### config.mk
export PLATFORM = sky130hd
export DESIGN_NAME = mul_wb_merge
export DESIGN_NICKNAME = d
export VERILOG_FILES = /design/src/rtl/mul_wb_merge.sv
export SDC_FILE = /design/constraint.sdc
export NUM_CORES = 1
export LEC_CHECK = 0
export CAP_MARGIN = 20
export CORE_UTILIZATION = 35
export CTS_BUF_LIST = sky130_fd_sc_hd__clkbuf_2 sky130_fd_sc_hd__clkbuf_4 sky130_fd_sc_hd__clkbuf_8
export DETAILED_ROUTE_END_ITERATION = 16
export PLACE_DENSITY = 0.59
export SYNTH_ARGS = -nofsm -noshare
export SYNTH_HDL_FRONTEND = slang
export SYNTH_SLANG_ARGS = --single-unit
### constraint.sdc
create_clock -name clk -period 11.1 [get_ports clk]
set_input_delay 3.33 -clock clk [delete_from_list [all_inputs] [get_ports clk]]
set_output_delay 3.33 -clock clk [all_outputs]
set_load 0.01 [all_outputs]
### src/rtl/mul_wb_merge.sv
// Writeback merge of ALU and multiplier results onto one write port.
// Losing multiply results wait in a squashable FIFO until a free cycle.
module mul_wb_merge #(
    parameter int DEPTH   = 8,
    parameter int RESERVE = 5
) (
    input  logic                     clk,
    input  logic                     rst,
    input  logic                     IN_branchTaken,
    input  logic [6:0]               IN_branchSqN,
    input  logic                     IN_aluValid,
    input  logic [31:0]              IN_aluResult,
    input  logic [6:0]               IN_aluTagDst,
    input  logic [4:0]               IN_aluNmDst,
    input  logic [6:0]               IN_aluSqN,
    input  logic [2:0]               IN_aluFlags,
    input  logic                     IN_mulValid,
    input  logic [31:0]              IN_mulResult,
    input  logic [6:0]               IN_mulTagDst,
    input  logic [4:0]               IN_mulNmDst,
    input  logic [6:0]               IN_mulSqN,
    input  logic [2:0]               IN_mulFlags,
    output logic                     OUT_valid,
    output logic [31:0]              OUT_result,
    output logic [6:0]               OUT_tagDst,
    output logic [4:0]               OUT_nmDst,
    output logic [6:0]               OUT_sqN,
    output logic [2:0]               OUT_flags,
    output logic                     OUT_src,
    output logic                     OUT_busy,
    output logic [$clog2(DEPTH):0]   OUT_count,
    output logic                     OUT_overflow
);

    localparam int AW = $clog2(DEPTH);
    localparam int CW = AW + 1;

    typedef struct packed {
        logic [31:0] result;
        logic [6:0]  tag;
        logic [4:0]  nm;
        logic [6:0]  sqn;
        logic [2:0]  flags;
    } res_t;

    res_t            mem_q [DEPTH];
    res_t            mem_d [DEPTH];
    logic [DEPTH-1:0] vld_q, vld_d;
    logic [AW-1:0]   head_q, head_d;
    logic [AW-1:0]   tail_q, tail_d;
    logic [CW-1:0]   count_q, count_d;
    logic            ovf_q, ovf_d;
    logic            out_valid_q, out_valid_d;
    logic            out_src_q, out_src_d;
    res_t            out_res_q, out_res_d;

    res_t alu_in, mul_in, head_e;
    logic alu_ok, mul_ok, empty, full;
    logic head_live, pop, bypass, push, wr;

    // Younger than the branch in 7-bit wrapping sequence space.
    function automatic logic squashed(input logic [6:0] s);
        logic [6:0] d;
        d = s - IN_branchSqN;
        return IN_branchTaken && !d[6] && (d != 7'd0);
    endfunction

    always_comb begin
        alu_in = '{IN_aluResult, IN_aluTagDst, IN_aluNmDst,
                   IN_aluSqN, IN_aluFlags};
        mul_in = '{IN_mulResult, IN_mulTagDst, IN_mulNmDst,
                   IN_mulSqN, IN_mulFlags};
        alu_ok = IN_aluValid && !squashed(IN_aluSqN);
        mul_ok = IN_mulValid && !squashed(IN_mulSqN);
        empty  = (count_q == '0);
        full   = (count_q == CW'(DEPTH));
        head_e = mem_q[head_q];
        head_live = vld_q[head_q] && !squashed(head_e.sqn);

        pop         = 1'b0;
        bypass      = 1'b0;
        out_valid_d = 1'b0;
        out_src_d   = out_src_q;
        out_res_d   = out_res_q;

        if (alu_ok) begin
            out_valid_d = 1'b1;
            out_src_d   = 1'b0;
            out_res_d   = alu_in;
            pop         = !empty && !vld_q[head_q];
        end else if (!empty) begin
            pop = 1'b1;
            if (head_live) begin
                out_valid_d = 1'b1;
                out_src_d   = 1'b1;
                out_res_d   = head_e;
            end
        end else if (mul_ok) begin
            bypass      = 1'b1;
            out_valid_d = 1'b1;
            out_src_d   = 1'b1;
            out_res_d   = mul_in;
        end

        push  = mul_ok && !bypass;
        wr    = push && !(full && !pop);
        ovf_d = ovf_q || (push && full && !pop);

        mem_d = mem_q;
        vld_d = vld_q;
        for (int i = 0; i < DEPTH; i++) begin
            if (vld_q[i] && squashed(mem_q[i].sqn)) begin
                vld_d[i] = 1'b0;
            end
        end
        if (pop) begin
            vld_d[head_q] = 1'b0;
        end
        if (wr) begin
            vld_d[tail_q] = 1'b1;
            mem_d[tail_q] = mul_in;
        end

        head_d  = head_q + AW'(pop);
        tail_d  = tail_q + AW'(wr);
        count_d = count_q + CW'(wr) - CW'(pop);
    end

    always_ff @(posedge clk) begin
        if (rst) begin
            vld_q       <= '0;
            head_q      <= '0;
            tail_q      <= '0;
            count_q     <= '0;
            ovf_q       <= 1'b0;
            out_valid_q <= 1'b0;
            out_src_q   <= 1'b0;
            out_res_q   <= '0;
        end else begin
            vld_q       <= vld_d;
            head_q      <= head_d;
            tail_q      <= tail_d;
            count_q     <= count_d;
            ovf_q       <= ovf_d;
            out_valid_q <= out_valid_d;
            out_src_q   <= out_src_d;
            out_res_q   <= out_res_d;
        end
    end

    // Payload needs no reset; the valid bits guard it.
    always_ff @(posedge clk) begin
        mem_q <= mem_d;
    end

    assign OUT_valid    = out_valid_q;
    assign OUT_src      = out_src_q;
    assign OUT_result   = out_res_q.result;
    assign OUT_tagDst   = out_res_q.tag;
    assign OUT_nmDst    = out_res_q.nm;
    assign OUT_sqN      = out_res_q.sqn;
    assign OUT_flags    = out_res_q.flags;
    assign OUT_count    = count_q;
    assign OUT_overflow = ovf_q;
    assign OUT_busy     = (int'(count_q) + RESERVE) >= DEPTH;

endmodule

==> flow_summary.ini, run 1 <==
[outcome]
status = finished, final reports clean

[placed_design]
io_buffers = 181
gp_congestion = 0.888
hpwlAfterDp_um = 40500

[die]
chipHeight_um = 259
num_rows = 93
initial_utilization_pct = 35.6
die_w_um = 259
die_area_um2 = 67200
io_pins = 182
core_um2 = 64900

[logic_synthesis]
syn_inst = 1703
ys.flop_type = edfxtp_1
synth-simple-area-share_pct = 6.14
synth-seq-cells = 507
ys.warnings.count = 0
synth_top_family_by_area = compound AO/OA/AOI/OAI gates
synth-xor-area-share_pct = 1.59
avgSynthCellArea_um2 = 13.6
synth_area_um2 = 23100
synth_mux_area_share_pct = 9.53
yosysSeqAreaShare_pct = 62.5
synth_compound_area_share_pct = 11.9
ys_types = 70
synth_edf_count = 432
synth_fa_ha_area_share_pct = 5.15
synthArstFlopShare_pct = 0
synth_nets = 1911

[power]
cell_internal_pwr_mw = 3.93
p_switching_mw = 2.05
vdd_drop_max_mv = 0.165
p_comb_share_pct = 33.6
swShare_pct = 34.3
power_density_nw_per_um2 = 217
p_leak_nw = 9.33
clkPwrFrac_pct = 26.8
seqPwrFrac_pct = 39.7

[cells_and_area]
layout-drive-gt1-share_pct = 12.9
final_core_util_pct = 42.4
most-common-layout-cells = 432 x edfxtp_1, 180 x clkdlybuf4s50_1, 163 x nor2_1, 101 x mux2i_1, 101 x a21oi_1
nets = 2115
area_delta_synth_final_pct = 19.0
final_common_cell = edfxtp_1

[timing]
fin_skew_ps = 43.0
tightest_slew_ps = 1080
hold_viol_final = 0
relSlewSlack_pct = 28.0
fin_crit_ps = 8590
tns_ps = 0
maxSlewViolCount = 0
setup_viol = 0
rsz0062_at_grt = false
fin_crit_sh_pct = 77.3
fmax_mhz = 116

[clock_tree]
clk_pin_slew_ps = 50
cts_tree = built
clock_path_buffers = 3
cts.sinks = 507
cts_setup_buffers = 0
htree_levels = 3
cts_hold_buf = 0
cts-resized-gates = 0
clock-root-buffer = clkbuf_8
cts_buffers = 85
clk_latency_ps = 660

[detailed_routing]
final_antenna_net_count = 0
wl_per_cell_um = 22.9
drt_iter0_markers = 1070
drt-total-wl_um = 64800
routed-via-count = 15157
post_drt_via_cell_ratio = 5.35
remaining_drc_errors = 0
firstDrtPassIters = 5

[critical_path]
cp_data_arrival_time_ps = 8900
crit_path_max_fanout = 53
cpMaxStageDelayCell = clkdlybuf4s50_1
path_cells = clkdlybuf4s50_1 -> inv_1 -> fa_1 -> a211oi_1 -> o21bai_1 -> a21oi_1 -> xnor2_1 -> o31ai_4 -> buf_4 -> o21ba_2 -> nand2_1 -> inv_1 -> and3_2 -> buf_4
slowest_delay_ps = 990
path_class = in -> reg
path_delay_family = buffers and inverters
crit_path_start_kind = input port
worstSetupEndpointType = flip-flop
required_ps = 11410
crit_buf_inv = 5

[job]
max-cap-violations = 0

[global_route]
grt_usage_pct = 19.3
antenna_found_initial = 4
first_global_vias = 15532
grt_pass1_wl_um = 97400
grt_start_max_net_pins = 115
grt_overflow = 0

[hold_path]
worstHoldPathType = reg -> reg
-- cells by family (layout without fill, tap and decap cells) --
logic type | Yosys count | after routing
buffers and inverters | 161 | 432
DFF | 507 | 507
xor gates and xnor gates | 42 | 42
adders and majority gates | 88 | 88
and+or+nand+nor | 326 | 326
other | 0 | 2
AOI/OAI and AO/OA | 406 | 406
muxes | 173 | 173
-- cell usage after synthesis (6+ instances only) --
cell	count	area share [%]
and2_1	6	0.16
xnor2_1	22	0.83
dfxtp_1	75	6.5
clkbuf_1	55	0.89
mux4_2	34	3.3
a211oi_1	65	2.1
fa_1	12	1.0
mux2i_1	101	4.4
nand3_1	7	0.15
nand2b_1	8	0.22
mux2_2	35	1.7
edfxtp_1	432	56
nor2b_1	32	0.87
a21oi_1	101	2.2
o21ai_0	49	1.1
nor2_1	167	2.7
nand2_1	82	1.3
nor3_1	9	0.19
buf_2	26	0.56
ha_1	76	4.1
xor2_1	20	0.76
o2111ai_1	7	0.26
a221oi_1	42	1.6
a32oi_1	8	0.30
inv_1	67	1.1
a22o_1	11	0.42
o211ai_1	10	0.32
a31oi_1	32	0.87
a22oi_1	19	0.62
a21o_1	13	0.42
-- per-layer routing --
| layer | global-route usage (%) | wire length (um) | vias to the layer above |
|---|---|---|---|
| met4 | 5.93 | 1230 | 6 |
| li1 | - | - | 6963 |
| met3 | 3.62 | 3890 | 80 |
| met5 | 0 | 44 | - |
| met2 | 32.3 | 31300 | 464 |
| met1 | 25.3 | 28400 | 7644 |
-- worst reg2reg max path: stages (launching register included) --
cell	delay [ps]
dfxtp_4	740
buf_4	740
and2_1	640
buf_4	350
a221oi_1	150
o211ai_1	560
ha_1	340
nor2b_1	130
o21a_1	190
a2111o_1	380
a221oi_1	410
nor4_2	100
o22ai_4	100
buf_4	800
mux2i_1	320
a211oi_1	260
-- flip-flops by register name, indices dropped and copies added, names as in the netlist --
signal        count
mem_q           432
OUT_result       32
vld_q             8
OUT_sqN           7
OUT_tagDst        7
OUT_nmDst         5
OUT_count         4
OUT_flags         3
head_q            3
tail_q            3
OUT_overflow      1
OUT_src           1
OUT_valid         1
-- final cells by class --
cell class                 instances  area (um^2)
timing repair buffer             210         2060
clock inverter                    38          195
sequential                       507        14500
antenna                            2         5.00
tap                              855         1070
fill                            5972        37400
inverter                          68          255
multi-input combinational       1035         8030
clock buffer                     116         1430
-- worst paths after layout --
path / slack (ps) / depth (start not counted) / end / startpoint
worst max register to register: 4810 / 15 / OUT_result[3] / head_q[1]
worst min register to register: 560 / 2 / OUT_overflow / OUT_overflow
worst min-delay path: 560 / 2 / OUT_overflow / OUT_overflow
worst max-delay path: 2510 / 14 / mem_q[231] / IN_branchSqN[1]
-- stage by stage --
stage / power [mW] / hold slack, ps / area (um^2) / cells / worst slack, ps
after detailed placement: 4.43 / 532 / 25900 / 2675 / 1780
after global placement: 4.40 / 534 / 25900 / 2675 / 1830
after global routing: 6.30 / 559 / 27500 / 2830 / 1950
final: 5.98 / 556 / 27500 / 2831 / 2510
after floorplan: 3.71 / 503 / 23100 / 1703 / 1170
after CTS: 6.05 / 547 / 27500 / 2829 / 2450
-- power groups by stage --
| stage | logic (mW) | clock network (mW) | registers, mW |
|---|---|---|---|
| 6_report | 2.01 | 1.60 | 2.37 |
| 5_1_grt | 2.18 | 1.73 | 2.39 |
| 4_1_cts | 2.03 | 1.64 | 2.37 |
| 3_5_place_dp | 2.02 | 0 | 2.41 |
| 3_3_place_gp | 1.99 | 0 | 2.41 |
| 2_1_floorplan | 1.35 | 0 | 2.36 |
Power figures use the tool's default switching activity.
==> run 2: changes to the inputs <==
PLACE_DENSITY = 0.57   (was 0.59)
clock period = 8.8 ns   (was 11.1 ns; I/O delays follow)
==> run 2 against run 1 <==
Compared with the run above: clock skew fell by 7.1 ps; register-to-register slack got worse by 1700 ps; total power up 28%; first-iteration DRC count increased by 11%; critical endpoint unchanged; largest cell class unchanged.
==> flow_summary.ini, run 2 (synthesis results as in run 1) <==
[timing]
maxSlewViolCount = 0
fmax_mhz = 147
setup_viol = 0
hold_viol_final = 0
tightest_slew_ps = 968
fin_crit_ps = 6810
fin_skew_ps = 36.0
rsz0062_at_grt = false
fin_crit_sh_pct = 77.3
relSlewSlack_pct = 35.5

[critical_path]
path_delay_family = buffers and inverters
timing.rr.start = head_q[1]
r2r-end = OUT_result[19]
crit_buf_inv = 5
crit_path_start_kind = input port
crit_path_max_fanout = 24
path_class = in -> reg
worstRegToRegCells = 16
required_ps = 9120
cp_data_arrival_time_ps = 7130
crit_top_cell = inv_1
cpMaxStageDelayCell = fa_1
path_cells = clkdlybuf4s50_1 -> buf_4 -> inv_1 -> fa_1 -> a211oi_1 -> nor2_1 -> xor2_1 -> o41ai_1 -> o21ai_1 -> o21ba_2 -> nand2_1 -> inv_1 -> and3_2 -> buf_12
slowest_delay_ps = 590
worstSetupEndpointType = flip-flop
r2r_slack_ps = 3080
crit_start = IN_branchSqN[1]

[cells_and_area]
top_register = mem_q
fin_cells = 2840
most-common-layout-cells = 432 x edfxtp_1, 180 x clkdlybuf4s50_1, 162 x nor2_1, 101 x mux2i_1, 101 x a21oi_1
layout-drive-gt1-share_pct = 13.3
nets = 2125
area_delta_synth_final_pct = 19.8
final_common_cell = edfxtp_1
largest_reg_flops = 432

[placed_design]
gp_congestion = 0.878
hpwlAfterDp_um = 40700
io_buffers = 181
placed_cells = 2683

[detailed_routing]
firstDrtPassIters = 5
final_antenna_net_count = 0
drt-total-wl_um = 64800
remaining_drc_errors = 0
routed-via-count = 15176
drt_iter0_markers = 1184
post_drt_via_cell_ratio = 5.34
wl_per_cell_um = 22.8

[clock_tree]
cts-resized-gates = 0
cts_hold_buf = 0
cts_tree = built
clk_latency_ps = 660
cts_setup_buffers = 0
clock_path_buffers = 3
htree_levels = 3
clock-root-buffer = clkbuf_8
clk_pin_slew_ps = 50
cts.sinks = 507
cts_buffers = 87

[global_route]
grt_start_max_net_pins = 85
grt_overflow = 0
antenna_found_initial = 6
first_global_vias = 15531
grt_pass1_wl_um = 97400
grt_usage_pct = 19.3

[power]
cell_internal_pwr_mw = 5.04
p_comb_share_pct = 32.9
swShare_pct = 33.9
p_switching_mw = 2.58
clkPwrFrac_pct = 27.8
total_power_mw = 7.63
vdd_drop_max_mv = 0.143
power_density_nw_per_um2 = 275
p_leak_nw = 9.40
seqPwrFrac_pct = 39.3

[die]
io_pins = 182
num_rows = 93
core_um2 = 64900
chipHeight_um = 259
initial_utilization_pct = 35.6
die_w_um = 259
die_area_um2 = 67200

[hold_path]
worstHoldPathType = reg -> reg
hold_path_startpoint = OUT_overflow
hold_end = OUT_overflow
hold_depth = 2

[job]
max-cap-violations = 0

[outcome]
status = finished, final reports clean
[run 2: cell types whose count changed in the layout (fill, tap and decap cells not counted), sizes merged]
cell | previous run | this run
buf | 30 | 38
clkinv | 37 | 33
inv | 67 | 69
bufinv | 1 | 4
[run 2: per-layer routing]
metal	track usage, %	part of all wire (%)	vias to the layer above
li1	-	-	6976
met1	25.6	43	7590
met2	31.9	48	494
met3	3.51	6.0	108
met4	6.37	2.2	8
met5	0	0.080	-
[run 2: power groups by stage]
stage	Clock, mW	Sequential, mW	Combinational [mW]
CTS	2.18	3.00	2.55
detailed placement	0	3.04	2.54
global placement	0	3.04	2.52
finish	2.12	2.99	2.51
global route	2.28	3.02	2.74
floorplan	0	2.98	1.71
[run 2: worst max-delay path by stage]
stage / slack (ps) / cells after the start / end
floorplan: -200 / 10 / mem_q[108]
global placement: 1300 / 14 / mem_q[219]
detailed placement: 1360 / 14 / mem_q[250]
CTS: 2040 / 14 / mem_q[247]
global route: 1790 / 14 / mem_q[231]
finish: 1990 / 14 / mem_q[231]
[run 2: area by class of cell]
class / count / area, um^2
Multi-Input combinational cell: 1035 / 8040
Clock inverter: 39 / 278
Timing Repair Buffer: 218 / 2160
Clock buffer: 116 / 1430
Sequential cell: 507 / 14500
Inverter: 68 / 255
Antenna cell: 2 / 5.00
Tap cell: 855 / 1070
Fill cell: 5964 / 37200
[run 2: worst min-delay path: stages (launching register included)]
cell and delay (ps):
dfxtp_1 350, a21oi_1 50, nor2_1 70
[run 2: through the flow]
stage / cell area, um^2 / setup slack [ps] / TNS, ps / hold slack (ps) / utilization (%)
detailed placement: 26000 / 1360 / 0 / 496 / 40.1
CTS: 27700 / 2040 / 0 / 512 / 42.7
finish: 27700 / 1990 / 0 / 501 / 42.7
floorplan: 23200 / -205 / -22120 / 503 / -
global route: 27700 / 1790 / 0 / 529 / 42.7
global placement: 26000 / 1300 / 0 / 471 / 40.1
